===== src/rtl/riscv_types.sv =====
// Shared RISC-V pipeline types.
//   aluop_t    : ALU operation code produced by decode, consumed by execute.
//   fwd_sel_t  : source chosen by an operand forwarding unit.
package riscv_types;

  typedef enum logic [3:0] {
    alu_add  = 4'd0,
    alu_sub  = 4'd1,
    alu_sll  = 4'd2,
    alu_slt  = 4'd3,
    alu_sltu = 4'd4,
    alu_xor  = 4'd5,
    alu_srl  = 4'd6,
    alu_sra  = 4'd7,
    alu_or   = 4'd8,
    alu_and  = 4'd9
  } aluop_t;

  typedef enum logic [1:0] {
    FWD_NONE  = 2'd0,
    FWD_EXMEM = 2'd1,
    FWD_MEMWB = 2'd2
  } fwd_sel_t;

endpackage


===== src/rtl/fwd_unit.sv =====
// Combinational operand forwarding for one source register.
//   rs_addr/rs_data         : source address and the value held for it
//   exmem_rd/wr/data        : EX/MEM destination, write flag, result
//   memwb_rd/wr/data        : MEM/WB destination, write flag, result
//   fwd_data                : operand value after forwarding
//   fwd_sel                 : which source supplied fwd_data
// EX/MEM is younger than MEM/WB, so it wins. x0 is never forwarded.
module fwd_unit
  import riscv_types::*;
#(
  parameter int WIDTH = 32,
  parameter int RADDR = 5
) (
  input  logic [RADDR-1:0] rs_addr,
  input  logic [WIDTH-1:0] rs_data,
  input  logic [RADDR-1:0] exmem_rd,
  input  logic             exmem_wr,
  input  logic [WIDTH-1:0] exmem_data,
  input  logic [RADDR-1:0] memwb_rd,
  input  logic             memwb_wr,
  input  logic [WIDTH-1:0] memwb_data,
  output logic [WIDTH-1:0] fwd_data,
  output fwd_sel_t         fwd_sel
);

  always_comb begin
    fwd_sel  = FWD_NONE;
    fwd_data = rs_data;
    if (rs_addr != '0) begin
      if (exmem_wr && (exmem_rd == rs_addr)) begin
        fwd_sel  = FWD_EXMEM;
        fwd_data = exmem_data;
      end else if (memwb_wr && (memwb_rd == rs_addr)) begin
        fwd_sel  = FWD_MEMWB;
        fwd_data = memwb_data;
      end
    end
  end

endmodule


===== src/rtl/id_ex_stage.sv =====
// ID/EX pipeline register: one-entry valid/ready buffer between decode and
// the execute-stage ALU, with RAW-hazard forwarding from EX/MEM and MEM/WB.
//   clk_in, rst_in (sync, active-high), flush_in
//   decode side : valid_in/ready_out, aluop_in, rs1/rs2 addr+data, imm_in,
//                 use_imm_in, rd_addr_in, reg_write_in
//   later stages: exmem_rd/wr/data_in, memwb_rd/wr/data_in
//   execute side: valid_out/ready_in, alu_ctrl_out, alu_a_out, alu_b_out,
//                 store_data_out, rd_addr_out, reg_write_out
module id_ex_stage
  import riscv_types::*;
#(
  parameter int WIDTH = 32,
  parameter int RADDR = 5
) (
  input  logic             clk_in,
  input  logic             rst_in,
  input  logic             flush_in,
  input  logic             valid_in,
  output logic             ready_out,
  input  aluop_t           aluop_in,
  input  logic [RADDR-1:0] rs1_addr_in,
  input  logic [RADDR-1:0] rs2_addr_in,
  input  logic [WIDTH-1:0] rs1_data_in,
  input  logic [WIDTH-1:0] rs2_data_in,
  input  logic [WIDTH-1:0] imm_in,
  input  logic             use_imm_in,
  input  logic [RADDR-1:0] rd_addr_in,
  input  logic             reg_write_in,
  input  logic [RADDR-1:0] exmem_rd_in,
  input  logic [RADDR-1:0] memwb_rd_in,
  input  logic             exmem_wr_in,
  input  logic             memwb_wr_in,
  input  logic [WIDTH-1:0] exmem_data_in,
  input  logic [WIDTH-1:0] memwb_data_in,
  output logic             valid_out,
  input  logic             ready_in,
  output aluop_t           alu_ctrl_out,
  output logic [WIDTH-1:0] alu_a_out,
  output logic [WIDTH-1:0] alu_b_out,
  output logic [WIDTH-1:0] store_data_out,
  output logic [RADDR-1:0] rd_addr_out,
  output logic             reg_write_out
);

  logic             valid_q;
  aluop_t           aluop_q;
  logic [RADDR-1:0] rs1_addr_q, rs2_addr_q, rd_q;
  logic [WIDTH-1:0] rs1_data_q, rs2_data_q, imm_q;
  logic             use_imm_q, reg_write_q;

  logic             capture;
  logic [WIDTH-1:0] rs1_wt, rs2_wt;
  logic [WIDTH-1:0] rs1_fwd, rs2_fwd;
  fwd_sel_t         rs1_sel, rs2_sel;

  assign ready_out = !valid_q || ready_in;
  assign capture   = valid_in && ready_out && !flush_in;

  // Register-file write-through: MEM/WB writes this cycle are not yet
  // visible in the read data presented by decode.
  always_comb begin
    rs1_wt = rs1_data_in;
    rs2_wt = rs2_data_in;
    if (memwb_wr_in && (memwb_rd_in == rs1_addr_in) && (rs1_addr_in != '0))
      rs1_wt = memwb_data_in;
    if (memwb_wr_in && (memwb_rd_in == rs2_addr_in) && (rs2_addr_in != '0))
      rs2_wt = memwb_data_in;
  end

  always_ff @(posedge clk_in) begin
    if (rst_in) begin
      valid_q     <= 1'b0;
      aluop_q     <= alu_add;
      rs1_addr_q  <= '0;
      rs2_addr_q  <= '0;
      rs1_data_q  <= '0;
      rs2_data_q  <= '0;
      imm_q       <= '0;
      use_imm_q   <= 1'b0;
      rd_q        <= '0;
      reg_write_q <= 1'b0;
    end else if (flush_in) begin
      valid_q <= 1'b0;
    end else if (capture) begin
      valid_q     <= 1'b1;
      aluop_q     <= aluop_in;
      rs1_addr_q  <= rs1_addr_in;
      rs2_addr_q  <= rs2_addr_in;
      rs1_data_q  <= rs1_wt;
      rs2_data_q  <= rs2_wt;
      imm_q       <= imm_in;
      use_imm_q   <= use_imm_in;
      rd_q        <= rd_addr_in;
      reg_write_q <= reg_write_in;
    end else if (valid_q && ready_in) begin
      valid_q <= 1'b0;
    end else if (valid_q) begin
      // Stalled: absorb MEM/WB results before they retire past this stage,
      // since the forwarding window closes once the writer leaves MEM/WB.
      if (memwb_wr_in && (memwb_rd_in == rs1_addr_q) && (rs1_addr_q != '0))
        rs1_data_q <= memwb_data_in;
      if (memwb_wr_in && (memwb_rd_in == rs2_addr_q) && (rs2_addr_q != '0))
        rs2_data_q <= memwb_data_in;
    end
  end

  fwd_unit #(.WIDTH(WIDTH), .RADDR(RADDR)) u_fwd_rs1 (
    .rs_addr   (rs1_addr_q),
    .rs_data   (rs1_data_q),
    .exmem_rd  (exmem_rd_in),
    .exmem_wr  (exmem_wr_in),
    .exmem_data(exmem_data_in),
    .memwb_rd  (memwb_rd_in),
    .memwb_wr  (memwb_wr_in),
    .memwb_data(memwb_data_in),
    .fwd_data  (rs1_fwd),
    .fwd_sel   (rs1_sel)
  );

  fwd_unit #(.WIDTH(WIDTH), .RADDR(RADDR)) u_fwd_rs2 (
    .rs_addr   (rs2_addr_q),
    .rs_data   (rs2_data_q),
    .exmem_rd  (exmem_rd_in),
    .exmem_wr  (exmem_wr_in),
    .exmem_data(exmem_data_in),
    .memwb_rd  (memwb_rd_in),
    .memwb_wr  (memwb_wr_in),
    .memwb_data(memwb_data_in),
    .fwd_data  (rs2_fwd),
    .fwd_sel   (rs2_sel)
  );

  always_comb begin
    alu_a_out      = (rs1_sel == FWD_NONE) ? rs1_data_q : rs1_fwd;
    store_data_out = (rs2_sel == FWD_NONE) ? rs2_data_q : rs2_fwd;
    alu_b_out      = use_imm_q ? imm_q : store_data_out;
  end

  assign valid_out     = valid_q;
  assign alu_ctrl_out  = aluop_q;
  assign rd_addr_out   = rd_q;
  assign reg_write_out = reg_write_q && valid_q;

endmodule


===== config.mk =====
export PLATFORM = sky130hd
export DESIGN_NAME = id_ex_stage
export DESIGN_NICKNAME = d
export VERILOG_FILES = /design/src/rtl/riscv_types.sv /design/src/rtl/fwd_unit.sv /design/src/rtl/id_ex_stage.sv
export SDC_FILE = /design/constraint.sdc
export NUM_CORES = 1
export LEC_CHECK = 0
export ABC_AREA = 1
export CAP_MARGIN = 20
export CELL_PAD_IN_SITES_DETAIL_PLACEMENT = 1
export CELL_PAD_IN_SITES_GLOBAL_PLACEMENT = 1
export CORE_AREA = 3 3 155 157
export CTS_CLUSTER_SIZE = 40
export DETAILED_ROUTE_END_ITERATION = 12
export DIE_AREA = 0 0 158 160
export DONT_BUFFER_PORTS = 1
export GPL_ROUTABILITY_DRIVEN = 0
export HOLD_SLACK_MARGIN = 0.12
export PLACE_DENSITY_LB_ADDON = 0.1
export SETUP_SLACK_MARGIN = 0.05
export SLEW_MARGIN = 20
export SYNTH_ARGS = -nofsm -noshare
export SYNTH_HDL_FRONTEND = slang
export SYNTH_SLANG_ARGS = --single-unit

===== constraint.sdc =====
create_clock -name clk_in -period 2.18 [get_ports clk_in]
set_clock_uncertainty 0.15 [all_clocks]
set_input_delay 0.545 -clock clk_in [delete_from_list [all_inputs] [get_ports clk_in]]
set_output_delay 0.545 -clock clk_in [all_outputs]
set_load 0.01 [all_outputs]

After elaboration in Yosys (flattened, before gate mapping)
Cells that the tools add are included.
W data, S select, Z words.
- register bits after elaboration: 118
- input port bits: 198
- output and inout bits: 108
- logic and storage cells: 76
- equal/unequal tests: 7
- multiplexer cells: 27
- bitwise operators: 1
- reductions and logical operators: 31
- operators by type and width (operator ; number):
    $mux W32 ; 19
    $eq A5 B5 Y1 ; 6
    $reduce_bool A5 Y1 ; 4
    $logic_and A1 B1 Y1 ; 14
    $mux W2 ; 6
    $reduce_and A4 Y1 ; 2
    $reduce_bool A2 Y1 ; 4
    $logic_not A2 Y1 ; 2
    $logic_not A1 Y1 ; 2
    $mux W1 ; 2
    $ne A2 B2 Y1 const B ; 1
    $reduce_and A2 Y1 ; 1
    $reduce_or A2 Y1 ; 1
    $logic_or A1 B1 Y1 ; 1
    $not A1 Y1 ; 1

Depth between registers and ports, before layout
Gate-level depths: netlist of the first run.
- word-level depth: 8
- depth in mapped cells: 14
- depth with buffers taken out: 12

By module
Synthesis of the first run repeated with hierarchy kept, for this count alone.
- cells, all modules: 1811
- area total of the unflattened synthesis: 9625.5 µm²
- by module, submodules not included (module ; times used ; cells each ; area each (µm²) ; seq. area each (µm²)):
    id_ex_stage ; 1 ; 1205 ; 6947.9 ; 2362.3
    fwd_unit ; 2 ; 303 ; 1338.8 ; 0.0

Least setup slack after synthesis of the first run
OpenSTA, ideal clock, no wires.
- path kind: in2out
- start: input memwb_rd_in[3]
- end: output alu_a_out[22]
- arrival: 1.742 ns
- required time: 1.485 ns
- slack: -0.257 ns
- stages on the path: 10
- path buffers: 2
- cells stage by stage: buf_4 > inv_2 > nand2_1 > nand2_1 > nor2_1 > nand3_1 > a21boi_4 > buf_2 > nand2_1 > o21ai_1
- word-level cells in the longest chain between the ends: 7
- elaborated cells on any way between the ends: 10
- those cells by class: 1 x eq/ne; 7 x mux; 2 x reduce/logical
- ends and longest elaborated chain (item ; line ; text):
    start, declared ; id_ex_stage.sv:30 ; input logic [RADDR-1:0] memwb_rd_in,
    $eq A5 B5 Y1 (*) ; fwd_unit.sv:33 ; end else if (memwb_wr && (memwb_rd == rs_addr)) begin
    $logic_and A1 B1 Y1 (*) ; fwd_unit.sv:33 ;
    $mux W2 ; fwd_unit.sv:33 ;
    $mux W2 ; fwd_unit.sv:30 ; if (exmem_wr && (exmem_rd == rs_addr)) begin
    $mux W2 ; fwd_unit.sv:29 ; if (rs_addr != '0) begin
    $logic_not A2 Y1 ; id_ex_stage.sv:134 ; alu_a_out = (rs1_sel == FWD_NONE) ? rs1_data_q : rs1_fwd;
    $mux W32 (*) ; id_ex_stage.sv:134 ;
    end, declared ; id_ex_stage.sv:38 ; output logic [WIDTH-1:0] alu_a_out,
Every way passes the cells marked *; elsewhere a longest branch is shown, timed or not.

Worst setup path after layout of the first run
- start: register rs2_addr_q[1]
- end: output alu_b_out[20]
- word-level cells in the longest chain between the ends: 8
- elaborated cells on any way between the ends: 14
- those cells by class: 2 x eq/ne; 8 x mux; 4 x reduce/logical
- ends and longest elaborated chain (item ; line ; text):
    start, declared ; id_ex_stage.sv:47 ; logic [RADDR-1:0] rs1_addr_q, rs2_addr_q, rd_q;
    start signal, assigned ; id_ex_stage.sv:88 ; rs2_addr_q <= rs2_addr_in;
    $eq A5 B5 Y1 ; fwd_unit.sv:33 ;
    $logic_and A1 B1 Y1 ; fwd_unit.sv:33 ;
    $mux W2 ; fwd_unit.sv:33 ;
    $mux W2 ; fwd_unit.sv:30 ;
    $mux W2 ; fwd_unit.sv:29 ;
    $logic_not A2 Y1 ; id_ex_stage.sv:135 ; store_data_out = (rs2_sel == FWD_NONE) ? rs2_data_q : rs2_fwd;
    $mux W32 (*) ; id_ex_stage.sv:135 ;
    $mux W32 (*) ; id_ex_stage.sv:136 ; alu_b_out = use_imm_q ? imm_q : store_data_out;
    end, declared ; id_ex_stage.sv:39 ; output logic [WIDTH-1:0] alu_b_out,
Marked as above.

==> results of run 1 <==
==> final timing paths <==
path	start	to	cells after the start	slack (ns)
setup / recovery	rs2_addr_q[1]	alu_b_out[20]	13	-0.74
hold / removal	rs2_addr_in[4]	rs2_addr_q[4]	2	0.13
setup reg to reg	rs2_addr_q[1]	rs2_data_q[17]	15	-0.45
hold reg to reg	rs2_addr_q[0]	rs2_addr_q[0]	2	0.36
==> report_power, final <==
| part | internal [mW] | leakage (nW) | total [mW] | switching, mW |
|---|---|---|---|---|
| combinational | 0.958 | 4.97 | 2.38 | 1.42 |
| sequential | 2.32 | 0.979 | 2.41 | 0.0945 |
| clock | 1.83 | 0.299 | 3.10 | 1.26 |
| total | 5.11 | 6.24 | 7.89 | 2.78 |
==> cell families (layout without fill, tap and decap cells) <==
kind of cell	count (synthesis)	after routing	synth area share
AOI/OAI and AO/OA	146	146	0.0907
buffers and inverters	259	403	0.127
DFF	118	118	0.283
xor gates and xnor gates	2	2	0.00210
and+or+nand+nor	1064	1064	0.497
==> per-layer routing <==
layer	global-route usage	vias up	share of wire
met5	0	-	0.00045
met4	0.0798	2	0.038
met3	0.0623	120	0.062
met2	0.495	435	0.50
met1	0.396	5251	0.40
li1	-	5064	-
==> cells in the mapped netlist, drive strengths merged <==
library cell,instances,share of area
nand2,663,0.30
nor2,309,0.14
inv,165,0.074
o21ai,125,0.075
dfxtp,118,0.28
nand3,84,0.052
buf,47,0.031
clkbuf,47,0.021
a21oi,19,0.013
and2,2,0.0015
nand4,2,0.0015
nor3,2,0.0018
or2,2,0.0015
a21boi,1,0.0022
o22ai,1,0.00075
xnor2,1,0.0010
xor2,1,0.0010
==> critical path, stage by stage (launching register included) <==
cell and delay (ns):
dfxtp_2 0.34, buf_4 0.14, nand2_4 0.08, nand3_4 0.08
nor2_4 0.22, buf_6 0.18, buf_16 0.15, nand3_2 0.07
nand2_1 0.08, nand2_1 0.07, nand2_1 0.09, nand2_2 0.11
nand2_2 0.08, nand2_2 0.07
==> registers in the layout, summed over array words and instances, names as in the netlist <==
| signal | count |
|---|---|
| rs2_data_q | 32 |
| alu_ctrl_out | 4 |
| rs1_addr_q | 5 |
| reg_write_q | 1 |
| valid_out | 1 |
| rd_addr_out | 5 |
| imm_q | 32 |
| rs1_data_q | 32 |
| use_imm_q | 1 |
| rs2_addr_q | 5 |
==> what timing repair did <==
item | 4_1_cts | 5_1_grt
hold buffers | 45 | 0
hold endpoints to repair | 45 | 0
buffers inserted | 13 | 12
resized for setup | 263 | 275
setup endpoints to repair | 117 | 160
cloned | 10 | 14
pin swaps | 65 | 122
==> placed cells by master (no fill, tap or decap), types with 28 or more instances in the layout <==
cell type,count
clkbuf_16,29
o21ai_0,79
nand3_2,48
nand2_1,405
buf_4,50
dlygate4sd3_1,45
nor2_1,265
dfxtp_1,108
inv_1,150
nand2_4,77
o21ai_2,33
buf_12,28
buf_6,55
nand2_2,178
==> cell type report <==
class / count / area (um^2)
fillers: 2881 / 9110
multi-input cells: 1212 / 6860
repair buffers: 206 / 2660
flip-flops and latches: 118 / 2380
inverters: 165 / 657
clock buffers: 18 / 429
well taps: 285 / 357
clock inverters: 14 / 188
==> results.md, run 1 <==
* Area grow syn2layout at 62.1%
* Die H at 160 um
* Drt first pass iters at 5
* Ports at 306
* TNS Setup at -74.16 ns
* Skew-Pair Late Insertion Delay at 0.44 ns
* Hpwl dp at 26,700 um
* Port bufs at 0
* GRT overflow at 0
* Number of clock sinks at 118
* Place WS at -0.437 ns
* RSZ-0062 raised after global routing: true
* Leak at 6.24 nW
* Share of post-route cells with drive strength above 1 at 0.365
* Final cell count without fillers at 2,018
* CP endpoint kind: primary output
* Max Fanout on Critical Path at 8
* Ant. Diodes at 0
* Die Area at 25,300 um^2
* Worst setup margin at -0.742 ns
* DRT iter0 DRCs at 591
* Slew HR at 0.759
* Synth Warn # at 0
* Fin nets at 1,918
* WP data required at 1.48 ns
* Post-DRT Antenna Nets at 0
* Cell count after synthesis at 1,589
* CTS Buf Count at 17
* Max Fclk at 0.342 GHz
* CP Class: reg2out
* DRC at 0
* Failing checks: negative setup slack
* Cell Area, Placed at 9930 um^2
* Fin util at 0.598
* Vias in the first global route at 10,600
* Outcome: finished with violations
* Num rows at 55
* Setup violators final at 158
* Final Hold Fails at 0
* Largest net degree at the start of global routing at 68
* Synth cell types at 27
* First-pass GRT wire length at 59,600 um
* Wirelength per Cell at 22.1 um
* Vias at 10,900
* Avg Synthesized Cell Area at 5.25 um^2
* Post-synthesis sequential area ratio at 0.283
* Starting Density at 0.369
* Power per cell area at 583 nW/um^2
* Peak supply drop at 0.000542 V
* Slew @ Worst Pin at 0.362 ns
* H-tree levels at 4
* Routed WL at 44,700 um
* Yosys reg bits at 118
* Post-route minimum period at 2.92 ns
* CTS tree: done
* CTS clk-pin slew, worst paths at 0.06 ns
* Dpl cells at 1,895
* Final Instance Area at 13,500 um^2
* Mapped Area at 8350 um^2
* Post-Syn Nets at 1,787
* Crit start category: flop
* Hold WS at 0.129 ns
* Tot GR Track Use at 0.299
* DR vias/cell at 5.39
* CP arrival at 2.23 ns
* Root Buffer: clkbuf_16
* Max-cap violations at 0
* Initial antenna violation count at 1
* Core box area at 22,600 um^2
* Final period utilization at 1.34
* Hold crit path type: in2reg
* Total Power at 7.89 mW
* Final Max Slew Viols at 0
* Die W at 158 um
* Clock buffer depth at 2
Power figures use the tool's default switching activity.
==> run 2: changes to the inputs <==
- CAP_MARGIN: 20 -> 30
- CORE_AREA: 3 3 155 157 -> 3 3 141 143
- DIE_AREA: 0 0 158 160 -> 0 0 144 146
- clock period: 2.18 -> 3.5 ns (I/O delays scaled with it)
==> results.md, run 2 (synthesis gave the netlist of run 1 again) <==
* Area grow syn2layout at 15.8%
* Peak supply drop at 0.000388 V (-28%)
* Most common cell after layout, fill and taps aside: nand2_1
* Core box area at 18,700 um^2 (-17%)
* Post-route minimum period at 3.38 ns
* CP Class: in2out
* Die H at 146 um (-8.8%)
* Power per cell area at 447 nW/um^2 (-23%)
* Hold depth at 2 (unchanged)
* GRT overflow at 0 (unchanged)
* Share of post-route cells with drive strength above 1 at 0.0876 (-0.278)
* Number of clock sinks at 118 (unchanged)
* Max-cap violations at 0 (unchanged)
* Largest registers: imm_q x32, rs1_data_q x32, rs2_data_q x32
* CP arrival at 2.35 ns (+0.12 ns)
* Post-DRT Antenna Nets at 0 (unchanged)
* DRT iter0 DRCs at 461 (-22%)
* Starting Density at 0.446 (+0.0776)
* Final Instance Area at 9660 um^2 (-29%)
* Post-CTS Hold Fix Bufs at 0 (-100%)
* CTS tree: done
* Hpwl dp at 24,900 um (-7.0%)
* H-tree levels at 4 (unchanged)
* Max Fanout on Critical Path at 16 (+8)
* Cell Area, Placed at 8910 um^2 (-10%)
* Slew @ Worst Pin at 0.567 ns (+0.205 ns)
* Ports at 306 (unchanged)
* Root Buffer: clkbuf_16
* RSZ-0062 raised after global routing: true
* Wirelength per Cell at 18.6 um (-16%)
* Outcome: complete, no violations
* CTS clk-pin slew, worst paths at 0.06 ns (about the same)
* Routed WL at 34,300 um (-23%)
* Final Max Slew Viols at 0 (unchanged)
* Num rows at 50 (-9.1%)
* Vias in the first global route at 9,537 (-9.7%)
* Skew-Pair Late Insertion Delay at 0.42 ns (-0.02 ns)
* Final Hold Fails at 0 (unchanged)
* Final period utilization at 0.965
* Fin nets at 1,795 (-6.4%)
* Largest net degree at the start of global routing at 118 (+74%)
* CTS Buf Count at 17 (unchanged)
* Commonest cells after routing, fill and taps aside: nand2_1, nor2_1, inv_1
* First-pass GRT wire length at 52,200 um (-12%)
* FF-to-FF path depth at 10 (-5)
* Vias at 9,654 (-11%)
* Hold crit path type: reg2reg
* DR vias/cell at 5.24 (-2.8%)
* Initial antenna violation count at 0 (-1)
* WP data required at 2.47 ns (+0.99 ns)
* Slew HR at 0.622 (-0.137)
* Leak at 5.09 nW (-19%)
* Crit start category: input pin
* CP endpoint kind: primary output
* Total Power at 4.32 mW (-45%)
* Die Area at 21,000 um^2 (-17%)
* Tot GR Track Use at 0.312 (+0.0128)
* Port bufs at 0 (unchanged)
* Setup violators final at 0 (-100%)
* Ant. Diodes at 0 (unchanged)
* Max Fclk at 0.296 GHz
* Die W at 144 um (-8.9%)
* TNS Setup at 0 ns (+74.16 ns)
* Clock buffer depth at 2 (unchanged)
* DRC at 0 (unchanged)
* Drt first pass iters at 5 (unchanged)
[run 2: changes by cell type in the layout (fill, tap and decap cells not counted), sizes merged]
cell	delta
dlygate4sd3	-45
buf	-69
clkbuf	-10
clkinv	-1
inv	+2
[run 2: worst paths after layout]
check,startpoint,end,slack [ns]
min,imm_q[28],imm_q[28],0.36
max reg2reg,valid_out,rs1_data_q[21],1.12
max,memwb_rd_in[0],alu_a_out[3],0.12
min reg2reg,imm_q[28],imm_q[28],0.36
[run 2: area by class of cell]
cell class                      instances  area, um^2
Clock buffer                           17         425
Clock inverter                         15         204
Fill cell                            2746        9040
Inverter                              165         621
Multi-Input combinational cell       1212        4950
Sequential cell                       118        2360
Tap cell                              234         293
Timing Repair Buffer                   83         805
[run 2: what timing repair did]
action	in CTS	in global routing
resized for setup	0	8
setup buffers	0	1
setup endpoints to repair	0	47
[run 2: where the power goes]
group | switching (mW) | internal (mW)
registers | 0.0510 | 1.44
clock network | 0.756 | 1.15
logic | 0.610 | 0.307
total | 1.42 | 2.90
[run 2: per-layer routing]
metal,GRT usage,share of wire,vias to the layer above
li1,-,-,4789
met1,0.438,0.44,4483
met2,0.477,0.45,336
met3,0.0756,0.089,46
met4,0.0843,0.019,0
met5,0,0,-
[run 2: critical path, cell delays in order]
cell and delay, ns:
inv_1 0.09, nand2_1 0.08, o21ai_0 0.07, nor2_1 0.24
nand3_4 0.18, a21boi_4 0.19, buf_12 0.14, buf_12 0.14
nand2_1 0.06, o21ai_0 0.09, buf_4 0.17
[run 2: per-stage QoR]
step	instances	worst slack, ns	hold slack (ns)	util
6_report	1844	0.123	0.360	0.517
3_5_place_dp	1808	0.0922	0.344	0.476
4_1_cts	1840	0.0953	0.359	0.510
2_1_floorplan	1589	0.403	0.322	-
5_1_grt	1844	0.0170	0.364	0.517
3_3_place_gp	1808	0.159	0.339	0.476
